## src/rtl/adc_serial_reader.sv

```systemverilog
// Serial front end for a 3-wire ADC0831-style converter: drives cs_n/sclk,
// skips LEAD lead-in periods, shifts in NBITS data bits MSB first, strobes valid.
module adc_serial_reader #(
  parameter int unsigned DIV   = 2,
  parameter int unsigned NBITS = 8,
  parameter int unsigned LEAD  = 1,
  parameter int unsigned GAP   = 4
) (
  input  logic             clk,
  input  logic             clr,
  input  logic             en,
  input  logic             adc_do,
  output logic             cs_n,
  output logic             sclk,
  output logic [NBITS-1:0] data,
  output logic             valid,
  output logic             busy
);

  localparam int unsigned CW      = 16;
  localparam int unsigned PERIODS = LEAD + NBITS;
  localparam int unsigned PW      = $clog2(PERIODS + 1);
  localparam int unsigned PW1     = PW + 1;

  localparam logic [CW-1:0]  HALF_LAST = CW'(DIV - 1);
  localparam logic [CW-1:0]  GAP_LAST  = CW'(GAP);
  localparam logic [PW-1:0]  PER_LAST  = PW'(PERIODS - 1);
  localparam logic [PW1-1:0] LEAD_CMP  = PW1'(LEAD);

  typedef enum logic [1:0] {
    S_IDLE,
    S_SETUP,
    S_CLOCK,
    S_GAP
  } state_t;

  state_t           state_q, state_d;
  logic [CW-1:0]    cnt_q, cnt_d;
  logic [PW-1:0]    per_q, per_d;
  logic [NBITS-1:0] shift_q, shift_d;
  logic [NBITS-1:0] shifted;
  logic             is_data;
  logic             cs_n_d, sclk_d, valid_d, busy_d;
  logic [NBITS-1:0] data_d;

  // Lead-in periods (per_q < LEAD) are clocked but never shifted in.
  assign is_data = (({1'b0, per_q} + PW1'(1)) > LEAD_CMP);
  assign shifted = NBITS'({shift_q, adc_do});

  always_ff @(posedge clk) begin
    if (clr) begin
      state_q <= S_IDLE;
      cnt_q   <= '0;
      per_q   <= '0;
      shift_q <= '0;
      cs_n    <= 1'b1;
      sclk    <= 1'b0;
      data    <= '0;
      valid   <= 1'b0;
      busy    <= 1'b0;
    end else begin
      state_q <= state_d;
      cnt_q   <= cnt_d;
      per_q   <= per_d;
      shift_q <= shift_d;
      cs_n    <= cs_n_d;
      sclk    <= sclk_d;
      data    <= data_d;
      valid   <= valid_d;
      busy    <= busy_d;
    end
  end

  always_comb begin
    state_d = state_q;
    cnt_d   = cnt_q;
    per_d   = per_q;
    shift_d = shift_q;
    cs_n_d  = cs_n;
    sclk_d  = sclk;
    data_d  = data;
    valid_d = 1'b0;

    case (state_q)
      S_IDLE: begin
        cnt_d = '0;
        per_d = '0;
        if (en) begin
          state_d = S_SETUP;
          cs_n_d  = 1'b0;
        end
      end

      S_SETUP: begin
        if (cnt_q == HALF_LAST) begin
          cnt_d   = '0;
          sclk_d  = 1'b1;
          state_d = S_CLOCK;
        end else begin
          cnt_d = cnt_q + CW'(1);
        end
      end

      // adc_do is captured on the edge that ends each sclk high half.
      S_CLOCK: begin
        if (cnt_q == HALF_LAST) begin
          cnt_d  = '0;
          sclk_d = ~sclk;
          if (sclk) begin
            if (is_data) begin
              shift_d = shifted;
            end
            if (per_q == PER_LAST) begin
              state_d = S_GAP;
              sclk_d  = 1'b0;
              cs_n_d  = 1'b1;
              valid_d = 1'b1;
              data_d  = shifted;
            end else begin
              per_d = per_q + PW'(1);
            end
          end
        end else begin
          cnt_d = cnt_q + CW'(1);
        end
      end

      // Covers the valid cycle plus GAP further cycles with cs_n high.
      S_GAP: begin
        if (cnt_q == GAP_LAST) begin
          cnt_d   = '0;
          state_d = S_IDLE;
        end else begin
          cnt_d = cnt_q + CW'(1);
        end
      end

      default: begin
        state_d = S_IDLE;
      end
    endcase

    busy_d = ~cs_n_d;
  end

endmodule

```

## config.mk

```make
export PLATFORM = sky130hd
export DESIGN_NAME = adc_serial_reader
export DESIGN_NICKNAME = d
export VERILOG_FILES = /design/src/rtl/adc_serial_reader.sv
export SDC_FILE = /design/constraint.sdc
export NUM_CORES = 1
export LEC_CHECK = 0
export BUFFER_PORTS_ARGS = -buffer_cell sky130_fd_sc_hd__buf_2
export CORE_ASPECT_RATIO = 0.7
export CORE_MARGIN = 2
export CORE_UTILIZATION = 55
export CTS_BUF_LIST = sky130_fd_sc_hd__clkbuf_4
export DETAILED_ROUTE_END_ITERATION = 10
export PLACE_DENSITY = 0.84
export SYNTH_ARGS = -nofsm -noshare
export SYNTH_HDL_FRONTEND = slang
export SYNTH_SLANG_ARGS = --single-unit
```

## constraint.sdc

```tcl
create_clock -name clk -period 1.8 [get_ports clk]
set_input_delay 0.36 -clock clk [delete_from_list [all_inputs] [get_ports clk]]
set_output_delay 0.36 -clock clk [all_outputs]
set_load 0.01 [all_outputs]
```

==> results.json, run 1 <==
{
  "cp_data_arrival_time_ns": 2.01,
  "final.setup_skew_ns": 0.0119,
  "dpl.cell_count": 278,
  "insertedDiodeCount": 0,
  "syn_nets": 220,
  "vias": 1563,
  "cts_tree": "yes",
  "r2r-end": "shift_q[2]",
  "core_area_mm2": 0.00323,
  "grt_pass1_wl_mm": 6.17,
  "synthFlopType": "dfxtp_1",
  "min_period_ns": 1.76,
  "holdPathStages": 3,
  "wl_per_cell_um": 13.5,
  "initial_core_util": 0.592,
  "power.leakage_uw": 0.000931,
  "synth_compound_area_frac": 0.0693,
  "use_met1": 0.316,
  "avgViaCountPerCell": 5.26,
  "min_from": "adc_do",
  "syn_avg_cell_area_um2": 9.33,
  "crit_fanout": 7,
  "synth_top_family_by_area": "simple AND/OR/NAND/NOR gates",
  "clk_pin_slew_ns": 0.13,
  "worst_pin_slew_ns": 0.469,
  "worst_setup_path_end_kind": "register",
  "rrSetupSlack_ns": 0.04,
  "cts_made_buffers": 5,
  "drv_slew": 0,
  "drt_pre_antenna_iters": 4,
  "most-common-layout-cells": "nor2_1, dfxtp_1, buf_4",
  "clock_latency_ns": 0.35,
  "dpl_worst_slack_ns": -0.0339,
  "synthMuxAreaShare": 0.0942,
  "synth_edf_count": 0,
  "busiest_layer": "met1",
  "r2r_cells": 8,
  "final_common_cell": "nor2_1",
  "setup_tns_ns": 0,
  "layoutNonFillerInstCount": 297,
  "fp-row-count": 17,
  "hold_buffers": 0,
  "reg2reg_from": "state_q[0]",
  "yosys.area_share.adder": 0.0719,
  "max_stage_delay_ns": 0.34,
  "synth_seq_cells": 41,
  "run_status": "finished clean",
  "ys_warn_count": 0,
  "clock-root-buffer": "clkbuf_4",
  "cts_buffer_depth": 2,
  "netlist_area_mm2": 0.00191,
  "syn-instance-count": 205,
  "drive_gt1_frac": 0.276,
  "grtUsageTotal": 0.214,
  "drc": 0,
  "die_h_um": 53.3,
  "async_flop_share": 0,
  "ys_top_cells_by_area": "dfxtp_1, mux2i_1, nor2_1",
  "hold_violations": 0,
  "crit_path_cell_trace": "inv_2, ha_2, nand4b_1, buf_6, a311oi_4, buf_12, mux2i_1, nor2_1",
  "grt_use_met2": 0.286,
  "synth_xor_area_frac": 0.0641,
  "hold_end": "shift_q[0]",
  "totalWireLength_mm": 4.00,
  "cap_violations": 0,
  "fin_ws_ns": 0.0366,
  "dieArea_mm2": 0.00397,
  "antenna_found_initial": 0,
  "rsz0062_at_grt": "yes",
  "synth_cell_type_count": 37,
  "setup_viol": 0,
  "slew_headroom": 0.687,
  "grt_pass1_vias": 1326,
  "syn_to_final_growth_pct": 25.6,
  "grt_use_met3": 0.0743,
  "peakVddDrop_mv": 0.528,
  "drt_iter0_markers": 119,
  "dieWidth_um": 74.5,
  "yosys.area_share.simple": 0.239,
  "setup.worst_path.class": "reg -> reg",
  "pwr_density_cell_mw_per_mm2": 870,
  "finalCritPeriodShare": 0.980,
  "gp_congestion": 0.874,
  "cts.htree.levels": 2,
  "synth_top_area_frac": 0.429,
  "gr-total-overflow": 0,
  "clkSinkCount": 41,
  "critPathSlowestCell": "dfxtp_2",
  "hp-class": "in -> reg",
  "worstPathRequired_ns": 2.04,
  "start_kind": "register",
  "ant_nets": 0,
  "ys_seq_area_frac": 0.429,
  "max_clock_freq_mhz": 567,
  "io_pins": 16,
  "grt_max_degree": 28,
  "yosys.area.top_type": "dfxtp_1",
  "port_buffers": 15,
  "fin_nets": 264,
  "hpwl_mm": 2.61
}
through the flow:
stage                     utilization  power [µW]  instance area (µm²)  hold slack [ns]
final                           0.743        2090                 2400            0.255
after CTS                       0.717        2030                 2320            0.256
after detailed placement        0.671        1440                 2170            0.444
after global routing            0.743        2200                 2400            0.254
after floorplan                     -        1290                 1910            0.456
after global placement          0.671        1430                 2170            0.449
power by group:
group	total (µW)	internal, µW	switching [µW]
clock network	600	288	312
logic	496	215	281
registers	995	960	35.8
total	2090	1460	629
cell usage after synthesis, drive strengths merged, types with 4 or more instances:
library cell / number
dfxtp: 41
ha: 11
inv: 11
mux2i: 18
nand2: 10
nand3: 4
nand4: 6
nor2: 42
nor2b: 4
nor3: 5
nor4: 4
o21ai: 4
xnor2: 4
xor2: 10
state kept, by name, summed over array words and instances (netlist names):
| name | cells |
|---|---|
| shift_q | 7 |
| state_q | 2 |
| sclk | 1 |
| data | 8 |
| per_q | 4 |
| cs_n | 1 |
| valid | 1 |
| cnt_q | 16 |
| busy | 1 |
kinds of logic (layout without fill, tap and decap cells):
group                    count (synthesis)  in the layout
flip-flops                              41             41
AO/OA/AOI/OAI                           17             17
adder cells (fa/ha/maj)                 11             11
XOR/XNOR                                14             14
multiplexers                            18             18
AND/OR/NAND/NOR                         88             88
buffers and inverters                   16             61
how the worst max path moves through the flow:
| stage | cells past startpoint | slack [ns] | endpoint | startpoint |
|---|---|---|---|---|
| finish | 8 | 0.04 | shift_q[2] | state_q[0] |
| global route | 7 | -0.04 | shift_q[2] | per_q[0] |
| CTS | 6 | 0.01 | data[1] | cnt_q[8] |
| detailed placement | 6 | -0.03 | data[3] | cnt_q[12] |
| global placement | 6 | 0.06 | shift_q[4] | cnt_q[12] |
| floorplan | 5 | 0.007 | shift_q[0] | cnt_q[12] |
repair_timing:
item / 4_1_cts / 5_1_grt
gates cloned: 1 / 0
gates resized for setup: 3 / 20
pin swaps: 1 / 6
endpoints found under the setup margin: 15 / 33
buffers inserted: 5 / 5
layer usage:
metal  part of all wire  vias to the layer above  routed length, µm
li1                   -                      784                  -
met4              0.011                        0                 46
met2               0.42                       37               1680
met5                  0                        -                  0
met1               0.52                      737               2080
met3              0.050                        5                199
final cells by class:
type | count | area [µm²]
Clock inverter | 3 | 41.3
Sequential cell | 41 | 833
Inverter | 11 | 41.3
Tap cell | 47 | 58.8
Multi-Input combinational cell | 148 | 1080
Fill cell | 235 | 831
Clock buffer | 5 | 37.5
Timing Repair Buffer | 42 | 308
critical path, delay by kind of cell, from the launching register on:
family,cells,cell delay [ns]
adders and majority gates,1,0.19
DFF,1,0.34
and+or+nand+nor,2,0.22
muxes,1,0.20
AOI/OAI and AO/OA,1,0.30
buffers and inverters,3,0.40
Power figures use the tool's default switching activity.
==> run 2, diff against run 1 <==
--- a/config.mk
+++ b/config.mk
@@ -6,7 +6,6 @@
 export NUM_CORES = 1
 export LEC_CHECK = 0
 export BUFFER_PORTS_ARGS = -buffer_cell sky130_fd_sc_hd__buf_2
-export CORE_ASPECT_RATIO = 0.7
 export CORE_MARGIN = 2
 export CORE_UTILIZATION = 55
 export CTS_BUF_LIST = sky130_fd_sc_hd__clkbuf_4
==> constraint.sdc (replaced) <==
create_clock -name clk -period 1.8 [get_ports clk]
set_input_delay 0 -clock clk [delete_from_list [all_inputs] [get_ports clk]]
set_output_delay 0 -clock clk [all_outputs]
set_load 0.01 [all_outputs]
==> results.json, run 2 (synthesized netlist as in run 1, its figures left out) <==
{
  "grtUsageTotal": 0.203,
  "max_clock_freq_mhz": 567,
  "cts.htree.levels": 2,
  "clock_latency_ns": 0.36,
  "fin_hold_ws_ns": 0.0634,
  "die_h_um": 63.0,
  "p_total_uw": 1880,
  "cap_violations": 0,
  "crit_path_cell_trace": "inv_1, ha_4, o21bai_1, a311oi_4, buf_12, mux2i_1, nor2_1",
  "insertedDiodeCount": 0,
  "port_buffers": 15,
  "cts_buffer_depth": 2,
  "fin_nets": 260,
  "power.leakage_uw": 0.000899,
  "setup_viol": 0,
  "gp_congestion": 0.859,
  "dieArea_mm2": 0.00397,
  "grt_pass1_vias": 1458,
  "io_pins": 16,
  "gr-total-overflow": 0,
  "regArea_um2": 826,
  "drv_slew": 0,
  "hp-class": "in -> reg",
  "ant_nets": 0,
  "peakVddDrop_mv": 0.472,
  "slew_headroom": 0.687,
  "cts_tree": "yes",
  "max_stage_delay_ns": 0.38,
  "dpl_cell_area_mm2": 0.00218,
  "clock-root-buffer": "clkbuf_4",
  "pwr_density_cell_mw_per_mm2": 801,
  "dpl_worst_slack_ns": -0.0729,
  "worstPathRequired_ns": 2.04,
  "drc": 0,
  "grt_pass1_wl_mm": 6.33,
  "fill_cells": 248,
  "worst_setup_path_end_kind": "register",
  "wl_per_cell_um": 12.6,
  "vias": 1538,
  "fin_ws_ns": 0.0378,
  "most-common-layout-cells": "nor2_1, dfxtp_1, mux2i_1, buf_4, buf_2",
  "run_status": "finished clean",
  "avgViaCountPerCell": 5.27,
  "hpwl_mm": 2.61,
  "final.setup_skew_ns": 0.00949,
  "initial_core_util": 0.573,
  "dieWidth_um": 63.0,
  "syn_to_final_growth_pct": 22.6,
  "fp-row-count": 21,
  "final_common_cell": "nor2_1",
  "clk_pin_slew_ns": 0.12,
  "multi_input_area_mm2": 0.00108,
  "cp_num_buf_inv": 2,
  "drt_pre_antenna_iters": 4,
  "finalCritPeriodShare": 0.979,
  "grt_max_degree": 28,
  "setup.worst_path.class": "reg -> reg",
  "start_kind": "register",
  "drt_iter0_markers": 82,
  "drive_gt1_frac": 0.248,
  "core_area_mm2": 0.00334,
  "antenna_found_initial": 0,
  "reg.largest.list": "cnt_q (16), data (8), shift_q (7)",
  "totalWireLength_mm": 3.68,
  "path_delay_family": "compound AO/OA/AOI/OAI gates",
  "crit_fanout": 7,
  "largest_reg_flops": 16,
  "rsz0062_at_grt": "yes",
  "hold_violations": 0,
  "cts_made_buffers": 5,
  "cp_data_arrival_time_ns": 2.01,
  "top_register": "cnt_q",
  "critPathSlowestCell": "dfxtp_1",
  "worst_pin_slew_ns": 0.470,
  "utilization": 0.703,
  "min_period_ns": 1.76,
  "fin_area_mm2": 0.00235,
  "clkSinkCount": 41
}
-- run 2: changes by cell type in the layout (fill, tap and decap cells not counted), sizes merged --
cell,change
clkinvlp,-1
buf,-6
dlygate4sd3,+2
bufinv,-1
clkinv,+2
-- run 2: cell type report --
| class | instances | share of cell area |
|---|---|---|
| clock buffers | 5 | 0.0160 |
| clock inverters | 3 | 0.00747 |
| inverters | 11 | 0.0176 |
| multi-input cells | 148 | 0.461 |
| flip-flops and latches | 41 | 0.352 |
| well taps | 46 | 0.0245 |
| repair buffers | 38 | 0.122 |
-- run 2: timing repair --
action / in CTS / in global routing
gates resized for setup: 2 / 15
pin swaps: 0 / 6
hold buffers: 2 / 0
endpoints found under the setup margin: 15 / 38
setup buffers: 0 / 3
hold endpoints to repair: 4 / 0
-- run 2: stage by stage --
stage,instances,setup TNS [ns]
2_1_floorplan,205,0
3_3_place_gp,279,-0.389
3_5_place_dp,279,-0.514
4_1_cts,289,0
5_1_grt,292,-0.430
6_report,292,0
-- run 2: routing by layer --
| metal | part of all wire | track usage | wire length (µm) |
|---|---|---|---|
| met5 | 0 | 0 | 0 |
| met4 | 0.021 | 0.0917 | 76 |
| met3 | 0.041 | 0.0559 | 152 |
| met2 | 0.46 | 0.331 | 1710 |
| met1 | 0.47 | 0.249 | 1740 |
-- run 2: final timing paths --
check             depth (start not counted)  slack, ns          to     start
setup / recovery                          7       0.04  shift_q[6]  per_q[1]
hold reg to reg                           1       0.46        busy      cs_n
setup reg to reg                          7       0.04  shift_q[6]  per_q[1]
hold / removal                            2       0.06     data[3]       clr
-- run 2: worst reg2reg max path: cells and delay by family, from the launching register on --
kind	cells	cell delay (ns)
flops	1	0.38
buf+inv	2	0.29
mux	1	0.21
compound gates	2	0.41
fa+ha+maj	1	0.29
simple gates	1	0.06
-- run 2: report_power, final --
group | total, µW | switching, µW | internal (µW) | leakage (µW)
sequential | 980 | 28.9 | 951 | 0.000333
clock | 454 | 306 | 148 | 0.0000326
combinational | 444 | 248 | 196 | 0.000533
total | 1880 | 583 | 1300 | 0.000899
